===== config.mk =====
export PLATFORM = sky130hd
export DESIGN_NAME = crc32_stream
export DESIGN_NICKNAME = d
export VERILOG_FILES = /design/src/rtl/crc32_pkg.sv /design/src/rtl/crc32_byte_step.sv /design/src/rtl/crc32_stream.sv
export SDC_FILE = /design/constraint.sdc
export NUM_CORES = 1
export LEC_CHECK = 0
export CAP_MARGIN = 20
export CORE_AREA = 2 2 117 119
export CTS_CLUSTER_DIAMETER = 100
export DETAILED_ROUTE_END_ITERATION = 10
export DIE_AREA = 0 0 119 121
export PLACE_DENSITY = 0.93
export SLEW_MARGIN = 25
export SYNTH_ARGS = -nofsm -noshare
export SYNTH_HDL_FRONTEND = slang
export SYNTH_HIERARCHICAL = 1
export SYNTH_SLANG_ARGS = --single-unit

===== constraint.sdc =====
create_clock -name clock -period 15 [get_ports clock]
set_clock_uncertainty 0.15 [all_clocks]
set_input_delay 3 -clock clock [delete_from_list [all_inputs] [get_ports clock]]
set_output_delay 3 -clock clock [all_outputs]
set_load 0.05 [all_outputs]

===== src/rtl/crc32_pkg.sv =====
// Shared definitions for the streaming CRC-32 engine.
//   - Reflected polynomial, residue and standard init/xor-out constants
//   - FSM state type
//   - crc32_byte(): one-byte reflected CRC-32 update, bit-serial, no table
package crc32_pkg;

    localparam logic [31:0] CRC32_POLY_REFL  = 32'hEDB88320;
    localparam logic [31:0] CRC32_RESIDUE    = 32'hDEBB20E3;
    localparam logic [31:0] CRC32_INIT_STD   = 32'hFFFFFFFF;
    localparam logic [31:0] CRC32_XOROUT_STD = 32'hFFFFFFFF;

    typedef enum logic [1:0] {
        IDLE = 2'd0,
        RUN  = 2'd1,
        DONE = 2'd2
    } crc32_state_e;

    // Fold one byte into the register, LSB first.
    function automatic logic [31:0] crc32_byte(input logic [31:0] crc, input logic [7:0] data);
        logic [31:0] c;
        c = crc ^ {24'h0, data};
        for (int i = 0; i < 8; i++) begin
            c = c[0] ? ((c >> 1) ^ CRC32_POLY_REFL) : (c >> 1);
        end
        return c;
    endfunction

endpackage


===== src/rtl/crc32_byte_step.sv =====
// Combinational single-byte CRC-32 update stage.
//   crc_i  : register value before this byte
//   data_i : byte to fold
//   crc_o  : register value after this byte
module crc32_byte_step
    import crc32_pkg::*;
(
    input  logic [31:0] crc_i,
    input  logic [7:0]  data_i,
    output logic [31:0] crc_o
);

    assign crc_o = crc32_byte(crc_i, data_i);

endmodule


===== src/rtl/crc32_stream.sv =====
// Streaming reflected CRC-32 engine with valid/ready input beats and a held
// per-frame result.
// Optional feature macro: CRC32_RESIDUE_CHECK_EN (enables the crc_ok residue
// comparator; without it crc_ok is tied low).
// Ports:
//   clock, reset_n                         clock, async active-low reset
//   in_valid/in_ready/in_data              input beat handshake and bytes
//   in_sof/in_eof/in_last_bytes            frame delimiters, eof byte count-1
//   crc_valid/crc_ready/crc_value/crc_ok   held per-frame result
//   drop_pulse                             beat outside a frame was discarded
module crc32_stream
    import crc32_pkg::*;
#(
    parameter int unsigned    DATA_W  = 32,
    parameter logic [31:0]    INIT    = CRC32_INIT_STD,
    parameter logic [31:0]    XOR_OUT = CRC32_XOROUT_STD,
    parameter logic [31:0]    RESIDUE = CRC32_RESIDUE,
    localparam int unsigned   NB      = DATA_W / 8,
    localparam int unsigned   LB_W    = (NB > 1) ? $clog2(NB) : 1
) (
    input  logic              clock,
    input  logic              reset_n,
    input  logic              in_valid,
    output logic              in_ready,
    input  logic [DATA_W-1:0] in_data,
    input  logic              in_sof,
    input  logic              in_eof,
    input  logic [LB_W-1:0]   in_last_bytes,
    output logic              crc_valid,
    input  logic              crc_ready,
    output logic [31:0]       crc_value,
    output logic              crc_ok,
    output logic              drop_pulse
);

    // Elaboration-time width legality check
    if (DATA_W != 8 && DATA_W != 16 && DATA_W != 32) begin : g_bad_width
        $error("crc32_stream: DATA_W must be 8, 16 or 32");
    end

    crc32_state_e state_q, state_d;
    logic [31:0]  raw_q, raw_d;
    logic         in_ready_q, in_ready_d;
    logic         crc_valid_q, crc_valid_d;
    logic [31:0]  crc_value_q, crc_value_d;
    logic         crc_ok_q, crc_ok_d;
    logic         drop_q, drop_d;

    logic [31:0]  seed;
    logic [31:0]  stage_out [NB];
    logic [31:0]  eof_crc;
    logic [31:0]  fold;
    logic         accept;
    logic         frame_end;
    logic         ok_on_eof;

    // A sof beat restarts the chain from INIT regardless of any partial frame
    assign seed = in_sof ? INIT : raw_q;

    // Byte chain: byte 0 (in_data[7:0]) is folded first
    for (genvar b = 0; b < NB; b++) begin : g_byte
        logic [31:0] c_in;
        logic [31:0] c_out;
        if (b == 0) begin : g_first
            assign c_in = seed;
        end else begin : g_next
            assign c_in = g_byte[b-1].c_out;
        end
        crc32_byte_step u_step (
            .crc_i  (c_in),
            .data_i (in_data[8*b +: 8]),
            .crc_o  (c_out)
        );
        assign stage_out[b] = c_out;
    end

    // On eof beats only bytes 0..in_last_bytes count
    if (NB == 1) begin : g_eof_single
        logic unused_lb;
        assign unused_lb = ^in_last_bytes;
        assign eof_crc   = stage_out[0];
    end else begin : g_eof_mux
        assign eof_crc = stage_out[in_last_bytes];
    end

    assign fold   = in_eof ? eof_crc : stage_out[NB-1];
    assign accept = in_valid & in_ready_q;

`ifdef CRC32_RESIDUE_CHECK_EN
    assign ok_on_eof = (fold == RESIDUE);
`else
    logic [31:0] unused_residue;
    assign unused_residue = RESIDUE;
    assign ok_on_eof      = 1'b0;
`endif

    // Next-state and output logic
    always_comb begin
        state_d     = state_q;
        raw_d       = raw_q;
        crc_valid_d = crc_valid_q;
        crc_value_d = crc_value_q;
        crc_ok_d    = crc_ok_q;
        drop_d      = 1'b0;
        frame_end   = 1'b0;

        unique case (state_q)
            IDLE: begin
                if (accept) begin
                    if (in_sof) begin
                        raw_d = fold;
                        if (in_eof) frame_end = 1'b1;
                        else        state_d   = RUN;
                    end else begin
                        drop_d = 1'b1;
                    end
                end
            end
            RUN: begin
                if (accept) begin
                    raw_d = fold;
                    if (in_eof) frame_end = 1'b1;
                end
            end
            DONE: begin
                if (crc_valid_q && crc_ready) begin
                    state_d     = IDLE;
                    crc_valid_d = 1'b0;
                end
            end
            default: state_d = IDLE;
        endcase

        if (frame_end) begin
            state_d     = DONE;
            crc_valid_d = 1'b1;
            crc_value_d = fold ^ XOR_OUT;
            crc_ok_d    = ok_on_eof;
        end

        in_ready_d = (state_d != DONE);
    end

    // State and output registers
    always_ff @(posedge clock or negedge reset_n) begin
        if (!reset_n) begin
            state_q     <= IDLE;
            raw_q       <= INIT;
            in_ready_q  <= 1'b1;
            crc_valid_q <= 1'b0;
            crc_value_q <= 32'h0;
            crc_ok_q    <= 1'b0;
            drop_q      <= 1'b0;
        end else begin
            state_q     <= state_d;
            raw_q       <= raw_d;
            in_ready_q  <= in_ready_d;
            crc_valid_q <= crc_valid_d;
            crc_value_q <= crc_value_d;
            crc_ok_q    <= crc_ok_d;
            drop_q      <= drop_d;
        end
    end

    assign in_ready   = in_ready_q;
    assign crc_valid  = crc_valid_q;
    assign crc_value  = crc_value_q;
    assign crc_ok     = crc_ok_q;
    assign drop_pulse = drop_q;

endmodule


==> summary.log <==
qor: synth.synth.top_cells.by_area xnor2_1 14%, dfrtp_1 12%, xnor3_1 12%, dfstp_2 11%, mux4_2 8.7%
qor: min_path.worst_hold_path_type reg -> reg
qor: setup_path.setup.worst_path.class in -> reg
qor: setup_path.path_max_fanout 34
qor: place.port_buffers 74
qor: cts.later_pin_clock_latency_in_the_skew_report 340 ps
qor: timing.final_layout_setup_total_negative_slack 0 ps
qor: grt.overflow 0
qor: synth.post_synth_most_frequent_cells 120 x xnor2_1, 97 x a21oi_1, 40 x xnor3_1, 36 x dfrtp_1, 36 x xor2_1
qor: synth.yosysWarningCount 6
qor: timing.fmax 0.0932 GHz
qor: synth.synth_top_family_by_area XOR/XNOR gates
qor: routing.route.detailed.drc 0
qor: floorplanning.std_cell_rows 42
qor: flow_run.drv.max_cap_violation_count 0
qor: synth.yosys.area_share.xor_xnor 0.477
qor: setup_path.cp_data_arrival_time 10,820 ps
qor: routing.drt_pre_antenna_iters 7
qor: cts.root_buffer clkbuf_16
qor: final_layout.insertedDiodeCount 0
qor: cts.cts_tree built
qor: setup_path.rrSetupSlack 7260 ps
qor: floorplanning.core_ar 0.0131 mm^2
qor: timing.timing.slew.headroom 0.365
qor: grt.global_route.usage.total 0.353
qor: final_layout.num-nets-final 708
qor: routing.vias_per_cell 6.45
qor: routing.final_antenna_net_count 0
qor: timing.grt_setup_unrepaired no
qor: floorplanning.chipWidth 119 um
qor: cts.cts_repair_resize_count 0
qor: synth.ys_async_sr_fraction 1.00
qor: synth.syn-num-nets 655
qor: timing.final_hold_viol_count 0
qor: synth.synth_largest_type_area_fraction 0.136
qor: routing.dr.first_iter.drc_count 657
qor: grt.grt_pass1_vias 5,524
qor: synth.most_used_dff_post_synth dfrtp_1
qor: floorplanning.initial_utilization 0.590
qor: cts.cts-htree-levels 3
qor: synth.avgSynthCellArea 12.6 um^2
qor: synth.synth-seq-cells 69
qor: synth.synth_mux_area_frac 0.136
qor: setup_path.worstSetupEndpointType register
qor: timing.timing.final.setup_violations 0
qor: cts.path_clk_slew 60 ps
qor: outcome.status finished clean
qor: routing.drt_wl_total 25,000 um
qor: setup_path.worst_r2r_startpoint raw_q[3]
qor: synth.synth_top_area_cell xnor2_1
qor: synth.synthCells 615
qor: synth.yosys.area_share.adder 0
qor: cts.clock_path_buffers 2
qor: synth.synthMostInstantiatedCell xnor2_1
qor: timing.timing_worst_slew_pin_value 953 ps
qor: cts.post_cts_hold_buffer_count 0
qor: grt.grt_start_max_net_pins 70
qor: place.dp_hpwl 19,000 um
qor: timing.fin_crit 10,730 ps
qor: routing.route.detailed.wl_per_inst 29.4 um
qor: floorplanning.io_pins 76
qor: synth.basic_gate_share_of_the_synthesized_area_counting_and_or_nand_and_nor_cells 0.0321
qor: routing.dr_total_vias 5,480
qor: floorplanning.die_area 0.0144 mm^2
qor: cts.clkSinkCount 69
qor: floorplanning.floorplan.die.height 121 um
qor: setup_path.worst-endpoint-required 15,080 ps
qor: synth.synth_area 0.00772 mm^2
qor: grt.grt_first_pass_wirelength 36,200 um
qor: min_path.hold_path_startpoint state_q[1]
qor: setup_path.startpoint_type input port
qor: timing.min_period_over_period 0.716
qor: place.globalplace.congestion 1.04
qor: setup_path.crit_start in_sof
qor: grt.grt_antenna_before_repair 0
qor: final_layout.n_fill_cell 953
qor: synth.synth-edff-count 0
qor: synth.sequential_fraction_of_the_synthesis_area 0.229
qor: final_layout.drive_gt1_frac 0.259
qor: synth.compound_gate_fraction_of_synth_area 0.0926
qor: cts.post-cts-setup-buffers 0
qor: final_layout.syn_to_final_growth 13.8%
qor: cts.numCtsBuffers 9
qor: synth.yosys.cell_types.count 32
qor: timing.slew_viol_final 0
-- routing by layer --
layer | routed length, um | up-vias | track usage
li1 | - | 2296 | -
met3 | 2700 | 66 | 0.0963
met1 | 9470 | 2735 | 0.461
met5 | 0 | - | 0
met2 | 11500 | 383 | 0.547
met4 | 1310 | 0 | 0.173
-- placed cells by master, fill, tap and decap left out, drive strengths merged, types with 2 or more instances in the layout --
cell	n
xor3	20
xnor2	152
buf	11
xor2	44
clkdlybuf4s50	71
nand2	2
a31oi	33
clkinv	5
or2	33
inv	4
a21oi	97
xnor3	48
mux2i	32
dfstp	33
nor2b	2
dfrtp	36
a21o	2
mux4	32
clkbuf	10
-- cell families after synthesis --
| group | Yosys count |
|---|---|
| AO/OA/AOI/OAI | 133 |
| XOR/XNOR | 264 |
| buffers and inverters | 44 |
| flip-flops | 69 |
| multiplexers | 64 |
| other | 1 |
| AND/OR/NAND/NOR | 40 |
-- per-stage QoR --
step / instances / setup WS [ps] / instance area, um^2 / hold slack [ps] / utilization
4_1_cts: 849 / 4450 / 8790 / 329 / 0.672
5_1_grt: 849 / 4020 / 8790 / 344 / 0.672
2_1_floorplan: 615 / 6230 / 7720 / 266 / -
3_3_place_gp: 833 / 4160 / 8490 / 275 / 0.649
3_5_place_dp: 833 / 4110 / 8490 / 317 / 0.649
6_report: 849 / 4270 / 8790 / 332 / 0.672
-- worst max-delay path: stages --
cell             delay (ps)
clkdlybuf4s50_1         400
buf_4                   230
or2_2                   350
xnor2_2                 520
xor3_1                  610
xnor2_1                 570
xnor2_2                 290
xnor2_1                 500
xnor2_1                 260
xnor2_2                 650
xor3_1                  610
xnor2_1                 530
xnor2_2                 280
xnor2_1                 680
xnor3_1                 510
mux4_2                  540
mux2i_1                 170
a21oi_1                  90
-- layout make-up --
cell class	count	area (um^2)	area share
flip-flops and latches	69	1770	0.201
well taps	176	220	0.0250
inverters	4	15.0	0.00171
multi-input cells	502	5700	0.649
clock inverters	6	62.6	0.00711
repair buffers	82	786	0.0894
clock buffers	10	239	0.0272
-- registers in the layout, indices dropped and copies added (netlist names) --
register / flops
crc_valid: 1
crc_value: 32
state_q: 2
drop_pulse: 1
in_ready: 1
raw_q: 32
-- final timing paths --
kind,endpoint,cells past startpoint
worst max-delay path,raw_q[17],18
worst min register to register,state_q[0],1
worst min-delay path,state_q[0],1
min in group asynchronous,crc_value[5],2
worst max register to register,raw_q[17],16
max in group asynchronous,crc_value[22],2
Power is not shown: default switching activity piles up to over one toggle a cycle in this logic, so the estimate is an artifact.
